`src/rtl/softmax_pkg.sv`:
```
// Shared types and helpers for the softmax normaliser: exp word layout,
// linear expansion of an exp word, and the normaliser FSM states.
package softmax_pkg;

    localparam int EXP_W  = 21;
    localparam int POS_W  = 5;
    localparam int MANT_W = 16;
    localparam int LIN_W  = 47;

    typedef struct packed {
        logic [POS_W-1:0]  pos;
        logic [MANT_W-1:0] mant;
    } exp_word_t;

    typedef enum logic [1:0] {
        ACCUM,
        LOAD,
        ITER,
        OUT
    } state_t;

    function automatic logic [LIN_W-1:0] exp_to_lin(input exp_word_t w);
        return LIN_W'(w.mant) << w.pos;
    endfunction

endpackage

```
`src/rtl/seq_divider.sv`:
```
// Restoring bit-serial divider producing a Q0.OUT_W fraction dividend/divisor.
// Zero divisor and dividend==divisor finish combinationally in the start cycle.
module seq_divider
    import softmax_pkg::*;
#(
    parameter int SUM_W = 50,
    parameter int OUT_W = 16
) (
    input  logic             clk,
    input  logic             rst_n,
    input  logic             start,
    input  logic [LIN_W-1:0] dividend,
    input  logic [SUM_W-1:0] divisor,
    output logic             done,
    output logic [OUT_W-1:0] quotient
);

    localparam int CNT_W = $clog2(OUT_W + 1);

    logic [SUM_W:0]   rem_q, rem_d, shifted, trial;
    logic [OUT_W-1:0] quo_q, quo_d, quo_next;
    logic [CNT_W-1:0] cnt_q, cnt_d;
    logic             busy_q, busy_d, fits;

    always_comb begin
        shifted  = rem_q << 1;
        fits     = shifted >= {1'b0, divisor};
        trial    = shifted - {1'b0, divisor};
        quo_next = OUT_W'({quo_q, fits});

        rem_d    = rem_q;
        quo_d    = quo_q;
        cnt_d    = cnt_q;
        busy_d   = busy_q;
        done     = 1'b0;
        quotient = quo_next;

        if (start) begin
            rem_d  = (SUM_W + 1)'(dividend);
            quo_d  = '0;
            cnt_d  = CNT_W'(OUT_W);
            busy_d = 1'b1;
            if (divisor == '0) begin
                busy_d   = 1'b0;
                done     = 1'b1;
                quotient = '0;
            end else if (SUM_W'(dividend) == divisor) begin
                // The only way the fraction reaches 1.0 is the element being the whole sum
                busy_d   = 1'b0;
                done     = 1'b1;
                quotient = '1;
            end
        end else if (busy_q) begin
            rem_d = fits ? trial : shifted;
            quo_d = quo_next;
            cnt_d = cnt_q - 1'b1;
            if (cnt_q == CNT_W'(1)) begin
                busy_d = 1'b0;
                done   = 1'b1;
            end
        end
    end

    always_ff @(posedge clk or negedge rst_n) begin
        if (!rst_n) begin
            rem_q  <= '0;
            quo_q  <= '0;
            cnt_q  <= '0;
            busy_q <= 1'b0;
        end else begin
            rem_q  <= rem_d;
            quo_q  <= quo_d;
            cnt_q  <= cnt_d;
            busy_q <= busy_d;
        end
    end

endmodule

```
`src/rtl/softmax_norm.sv`:
```
// Softmax normaliser: buffers a vector of exp words, sums their linear values,
// then streams out each element's probability exp_i / sum as a Q0.OUT_W fraction.
module softmax_norm
    import softmax_pkg::*;
#(
    parameter int VEC_LEN = 8,
    parameter int OUT_W   = 16
) (
    input  logic             clk,
    input  logic             rst_n,
    input  logic             in_valid,
    output logic             in_ready,
    input  logic [EXP_W-1:0] in_exp,
    output logic             out_valid,
    input  logic             out_ready,
    output logic [OUT_W-1:0] out_prob,
    output logic             out_last,
    output logic             out_zero_sum
);

    localparam int IDX_W = $clog2(VEC_LEN);
    localparam int SUM_W = LIN_W + IDX_W;

    state_t           state_q, state_d;
    logic [SUM_W-1:0] sum_q, sum_d;
    logic [IDX_W-1:0] idx_q, idx_d;
    exp_word_t        buffer_q [VEC_LEN];
    exp_word_t        buffer_d [VEC_LEN];
    logic             in_ready_q, in_ready_d;
    logic             out_valid_q, out_valid_d;
    logic [OUT_W-1:0] out_prob_q, out_prob_d;
    logic             out_last_q, out_last_d;
    logic             out_zero_sum_q, out_zero_sum_d;

    logic             accept, idx_last, div_start, div_done;
    logic [OUT_W-1:0] div_quot;
    logic [LIN_W-1:0] cur_lin;

    assign accept   = in_valid && in_ready_q;
    assign idx_last = (idx_q == IDX_W'(VEC_LEN - 1));
    assign cur_lin  = exp_to_lin(buffer_q[idx_q]);

    seq_divider #(
        .SUM_W(SUM_W),
        .OUT_W(OUT_W)
    ) u_div (
        .clk     (clk),
        .rst_n   (rst_n),
        .start   (div_start),
        .dividend(cur_lin),
        .divisor (sum_q),
        .done    (div_done),
        .quotient(div_quot)
    );

    always_comb begin
        state_d        = state_q;
        sum_d          = sum_q;
        idx_d          = idx_q;
        buffer_d       = buffer_q;
        in_ready_d     = in_ready_q;
        out_valid_d    = out_valid_q;
        out_prob_d     = out_prob_q;
        out_last_d     = out_last_q;
        out_zero_sum_d = out_zero_sum_q;
        div_start      = 1'b0;

        case (state_q)
            ACCUM: begin
                in_ready_d = 1'b1;
                if (accept) begin
                    buffer_d[idx_q] = exp_word_t'(in_exp);
                    sum_d           = sum_q + SUM_W'(exp_to_lin(exp_word_t'(in_exp)));
                    if (idx_last) begin
                        idx_d      = '0;
                        state_d    = LOAD;
                        in_ready_d = 1'b0;
                    end else begin
                        idx_d = idx_q + 1'b1;
                    end
                end
            end
            LOAD: begin
                div_start = 1'b1;
                state_d   = ITER;
            end
            ITER: begin
            end
            OUT: begin
                if (out_ready) begin
                    out_valid_d = 1'b0;
                    if (out_last_q) begin
                        sum_d      = '0;
                        idx_d      = '0;
                        state_d    = ACCUM;
                        in_ready_d = 1'b1;
                    end else begin
                        idx_d   = idx_q + 1'b1;
                        state_d = LOAD;
                    end
                end
            end
            default: state_d = ACCUM;
        endcase

        // Forced results finish during LOAD itself, normal ones at the last ITER cycle
        if (div_done) begin
            state_d        = OUT;
            out_valid_d    = 1'b1;
            out_prob_d     = div_quot;
            out_last_d     = idx_last;
            out_zero_sum_d = (sum_q == '0);
        end
    end

    always_ff @(posedge clk or negedge rst_n) begin
        if (!rst_n) begin
            state_q        <= ACCUM;
            sum_q          <= '0;
            idx_q          <= '0;
            in_ready_q     <= 1'b0;
            out_valid_q    <= 1'b0;
            out_prob_q     <= '0;
            out_last_q     <= 1'b0;
            out_zero_sum_q <= 1'b0;
            for (int i = 0; i < VEC_LEN; i++) begin
                buffer_q[i] <= '0;
            end
        end else begin
            state_q        <= state_d;
            sum_q          <= sum_d;
            idx_q          <= idx_d;
            in_ready_q     <= in_ready_d;
            out_valid_q    <= out_valid_d;
            out_prob_q     <= out_prob_d;
            out_last_q     <= out_last_d;
            out_zero_sum_q <= out_zero_sum_d;
            buffer_q       <= buffer_d;
        end
    end

    assign in_ready     = in_ready_q;
    assign out_valid    = out_valid_q;
    assign out_prob     = out_prob_q;
    assign out_last     = out_last_q;
    assign out_zero_sum = out_zero_sum_q;

endmodule

```
`config.mk`:
```
export PLATFORM = sky130hd
export DESIGN_NAME = softmax_norm
export DESIGN_NICKNAME = d
export VERILOG_FILES = /design/src/rtl/softmax_pkg.sv /design/src/rtl/seq_divider.sv /design/src/rtl/softmax_norm.sv
export SDC_FILE = /design/constraint.sdc
export NUM_CORES = 1
export LEC_CHECK = 0
export ABC_CLOCK_PERIOD_IN_PS = 13500
export CORE_MARGIN = 3
export CORE_UTILIZATION = 40
export DETAILED_ROUTE_END_ITERATION = 10
export SLEW_MARGIN = 10
export SYNTH_ARGS = -nofsm -noshare
export SYNTH_HDL_FRONTEND = slang
export SYNTH_HIERARCHICAL = 1
export SYNTH_SLANG_ARGS = --single-unit
```
`constraint.sdc`:
```
create_clock -name clk -period 13.5 [get_ports clk]
set_input_delay 4.05 -clock clk [delete_from_list [all_inputs] [get_ports clk]]
set_output_delay 4.05 -clock clk [all_outputs]
set_load 0.01 [all_outputs]
```
After elaboration in Yosys (flattened, before gate mapping). Index checks and enable logic that the tools add are counted.

Shifts and indexed selects: 2. Eq/ne operators: 11. Reductions and logical operators: 15. Mux-type cells: 50. $add $sub $neg: 4. Order comparisons: 3. Bitwise operators: 1.

Operators with widths (count): $mux 50 (6); $bwmux 168 (1); $pmux 50 s2 (1); $shl 16x5->47 (2); $bmux 21 s3 (1); $demux 21 s3 (1); $mux 21 (3); $ge 51x50->1 (1); $add 50x47->50 (1); $eq 47x50->1 (1); $logic_not 50->1 (1); $sub 50x50->50 (1); $mux 16 (3); $mux 15 (2); $mux 1 (19); $mux 3 (4); $mux 5 (2); $ne 3x3->1 const B (3); $mux 2 (4); $reduce_and 4->1 (2); $reduce_bool 2->1 (4); $ne 2x2->1 const B (3); $pmux 2 s3 (1); $pmux 3 s2 (1); 15 further kinds (18).

Bits in registers: 314. Input bits: 25. Output and inout port bits: 20. Logic and storage cells: 114.

Longest topological paths before layout.
Depth in word-level cells: 11. Mapped depth: 26.

By module. Netlist, hierarchy kept.

By module, submodules not included: softmax_norm (seq. area each 6080.8 um^2, cells each 1531, area each 15656.3 um^2, instances 1); seq_divider (seq. area each 1776.7 um^2, cells each 1027, area each 7711.1 um^2, instances 1).

Worst setup path before layout. OpenSTA, ideal clock, no wires.

Kind: input-to-reg. From: input in_exp[16]. To: register sum_q[42]. Library setup time: 0.121 ns. Slack: 5.640 ns. Arrival: 7.739 ns. Stages: 20. Cells stage by stage: buf_1 clkbuf_1 clkbuf_1 a21oi_1 nand2_1 nand2_1 nor2_1 a21oi_1 and2_1 ha_1 and3_1 nand4_1 a211o_1 a31oi_2 a211oi_2 o31a_2 o31ai_4 a221oi_2 xnor2_1 a22o_1.

Word-level cells in the longest chain between the ends: 4.

RTL lines: start: declaration (RTL line softmax_norm.sv:13) `input logic [EXP_W-1:0] in_exp,`; $shl 16x5->47 (RTL line softmax_pkg.sv:23) `return LIN_W'(w.mant) << w.pos;`; $add 50x47->50 (RTL line softmax_norm.sv:73) `sum_d = sum_q + SUM_W'(exp_to_lin(exp_word_t'(in_exp)));`; $mux 50 (RTL line softmax_norm.sv:71) `if (accept) begin`; $pmux 50 s2 (RTL line softmax_norm.sv:68) `case (state_q)`; end signal: assignment (RTL line softmax_norm.sv:131) `sum_q <= sum_d;`; end: declaration (RTL line softmax_norm.sv:25) `logic [SUM_W-1:0] sum_q, sum_d;`.

No other way between the ends. The select of a mux whose other input is x is not followed. A chain may end at the register's enable or synchronous reset.

Worst setup path after layout.
From: input in_exp[20]. To: register sum_q[37].

The elaborated chain is that of the path after synthesis.

==> run_results.csv <==
group,metric,value,unit
clock_network,clock_latency,570,ps
final_layout,area_growth,9.483,%
sta,tns,0,ps
global_route,grt_max_degree,116,
power,power.switching,3122,uW
drt,ant_nets,0,
global_route,grt_usage,25.50,%
global_route,grt_pass1_wl,121200,um
placement,placed_area,0.02432,sq mm
global_route,first_global_vias,19750,
logic_synthesis,yosysWarnings,6,
power,p_int,3382,uW
clock_network,clk_pin_slew,60,ps
global_route,overflow,0,
floorplan,initial_utilization,40.97,%
final_layout,fin_area,0.02558,sq mm
sta,min_period_over_period,65.11,%
sta,slew_headroom,23.59,%
sta,hold_viol,0,
final_layout,nets,2636,
floorplan,die_h,247.7,um
drt,num_vias,20250,
flow_run,cap_violations,0,
clock_network,cts_root_buffer,"clkbuf_16",
status,status,"complete, no violations",
final_layout,antenna_cells,0,
power,powerDensity,254.2,mW/mm^2
power,pwr-share-clk,16.1,%
sta,fmax,113.8,MHz
power,pwr-share-seq,23.1,%
drt,drt_first_pass_iters,5,
clock_network,tritoncts,"done",
setup_path,required,13950,ps
clock_network,numClockSinks,314,
logic_synthesis,async_flop_share,100.0,%
placement,port_buffers,44,
placement,place_hpwl,57850,um
setup_path,startpoint_type,"primary input",
logic_synthesis,ys_types,90,
setup_path,max_stage_delay,1190,ps
setup_path,cp-startpoint,"in_exp[20]",
logic_synthesis,synth_edf_count,0,
logic_synthesis,synthTopCellsByCount,"314 x dfrtp_1, 253 x nor2_1, 222 x nand2_1, 197 x mux2_2, 168 x a21oi_1",
drt,drc_errors,0,
clock_network,cts_max_level,2,
floorplan,dieArea,0.06136,sq mm
hold_path,min-delay-start,"out_valid",
setup_path,path_max_fanout,29,
sta,setup_viol,0,
final_layout,final_core_util,44.85,%
floorplan,rows,87,
drt,routedWlPerCell,23.98,um
global_route,antenna_found_initial,0,
logic_synthesis,synth_seq_cells,314,
setup_path,cp.arrival,9240,ps
hold_path,worstHoldPathType,"flip-flop to flip-flop",
setup_path,r2r_start,"idx_q[0]",
clock_network,cts_buffers,38,
power,comb_power_share,60.8,%
sta,tightestPinTransition,1146,ps
clock_network,cts_resized,0,
logic_synthesis,yosysMostFrequentCell,"dfrtp_1",
logic_synthesis,synthTopCellsByArea,"dfrtp_1 34%, mux2_2 9.5%, ha_1 5.6%",
logic_synthesis,seq_area_frac_synth,33.63,%
final_layout,drive_above_1_share,14.73,%
power,sw_frac_of_total,48.00,%
power,max-vdd-ir-drop,0.1459,mV
placement,gp_congestion,1.016,
sta,period_needed,8790,ps
floorplan,dieWidth,247.7,um
logic_synthesis,synth_flop_cell,"dfrtp_1",
setup_path,slowest_stage,"clkdlybuf4s50_1",
setup_path,critPathCaptureType,"flip-flop",
logic_synthesis,synth_cells,2558,
logic_synthesis,syn_avg_cell_area,9.135,sq um
clock_network,cts_setup_buffers,0,
drt,drt_iter0_drc,1707,
floorplan,io_pins,45,
sta,holdWs,478.1,ps
final_layout,fillers,5488,
sta,maxSlewViolCount,0,
logic_synthesis,synth_top_area_share,33.63,%
logic_synthesis,yosysTopAreaCell,"dfrtp_1",
clock_network,cts_buffer_depth,3,
setup_path,critical_path.cell_chain,"clkdlybuf4s50_1 > inv_1 > nand2_1 > or2_2 > inv_1 > ha_1 > a211oi_1 > o21a_1 > o31ai_1 > o211ai_1 > o211ai_1 > a21oi_1 > o21ai_0 > a21oi_1 > xnor2_1 > a22o_1",
power,power_leakage,0.01170,uW
logic_synthesis,syn_nets,2689,
sta,skew,18.53,ps
clock_network,holdBufCountCts,0,
floorplan,core_area,0.05704,sq mm
sta,rsz0062_at_grt,"no",
drt,via_per_inst,6.157,
setup_path,path_class,"primary input to flip-flop",
drt,wl,78860,um
logic_synthesis,syn_area,0.02337,sq mm
## power groups by stage
stage / registers, uW / clock network, uW / logic [uW]
6_report: 1500 / 1050 / 3960
5_1_grt: 1540 / 1110 / 4290
4_1_cts: 1500 / 1070 / 3890
3_5_place_dp: 1520 / 0 / 3860
3_3_place_gp: 1500 / 0 / 3840
2_1_floorplan: 1430 / 0 / 2860
## metrics by stage
stage | instances | setup WS (ps) | total power, uW
detailed placement | 3221 | 4182 | 5378
global placement | 3221 | 4210 | 5335
finish | 3289 | 4710 | 6504
floorplan | 2558 | 5640 | 4282
CTS | 3289 | 4789 | 6456
global route | 3289 | 4419 | 6930
## final cells by class
cell class                 instances  area (sq um)  area share [%]
tap                              756         945.9           3.697
clock inverter                    11         130.1          0.5086
sequential                       314          7861           30.73
inverter                         102         382.9           1.497
timing repair buffer              71         643.1           2.514
clock buffer                      57          1142           4.465
multi-input combinational       1978         14480           56.59
## critical path, delay by kind of cell
kind | cells | cell delay, ps
buf+inv | 3 | 1820
simple gates | 2 | 640
compound gates | 9 | 2250
fa+ha+maj | 1 | 280
xor+xnor | 1 | 170
## worst paths after layout
path | end | cells after the start | slack, ps
setup reg to reg | out_zero_sum | 22 | 6040
setup / recovery | sum_q[37] | 16 | 4710
hold / removal | out_valid | 2 | 480
min in group asynchronous | sum_q[4] | 1 | 3560
hold reg to reg | out_valid | 2 | 480
max in group asynchronous | u_div/busy_q | 2 | 8340
## flip-flops by register name, indices dropped and copies added, names as in the netlist
| name | flops |
|---|---|
| in_ready | 1 |
| u_div/quo_q | 15 |
| u_div/busy_q | 1 |
| sum_q | 50 |
| out_last | 1 |
| out_valid | 1 |
| buffer_q | 168 |
| idx_q | 3 |
| out_zero_sum | 1 |
| out_prob | 16 |
| state_q | 2 |
| u_div/cnt_q | 5 |
| u_div/rem_q | 50 |
## metal layers
layer / routed length, um / track usage [%] / vias up
met1: 35350 / 35.80 / 10100
met2: 35920 / 40.66 / 760
met3: 4803 / 3.544 / 149
met5: 0 / 0 / -
met4: 2792 / 8.342 / 0
li1: - / - / 9242
## cell families (layout without fill, tap and decap cells)
group | after synthesis | count (layout) | share of synthesized area [%]
xor gates and xnor gates | 129 | 129 | 4.835
and+or+nand+nor | 767 | 767 | 15.08
buffers and inverters | 266 | 241 | 4.685
AOI/OAI and AO/OA | 653 | 653 | 18.98
muxes | 323 | 323 | 17.05
DFF | 314 | 314 | 33.63
adders and majority gates | 106 | 106 | 5.740
## cells in the final DEF, fill, tap and decap left out, drive strengths merged, types with 54 or more instances in the layout
| cell type | Yosys | routed |
|---|---|---|
| dfrtp | 314 | 314 |
| nor2 | 254 | 254 |
| nand2 | 223 | 223 |
| mux2 | 197 | 197 |
| a21oi | 170 | 170 |
| o21ai | 115 | 115 |
| inv | 102 | 105 |
| ha | 104 | 104 |
| mux2i | 86 | 86 |
| xor2 | 67 | 67 |
| xnor2 | 62 | 62 |
| clkbuf | 105 | 57 |
| nand3 | 54 | 54 |
(Power assumes the default switching activity.)
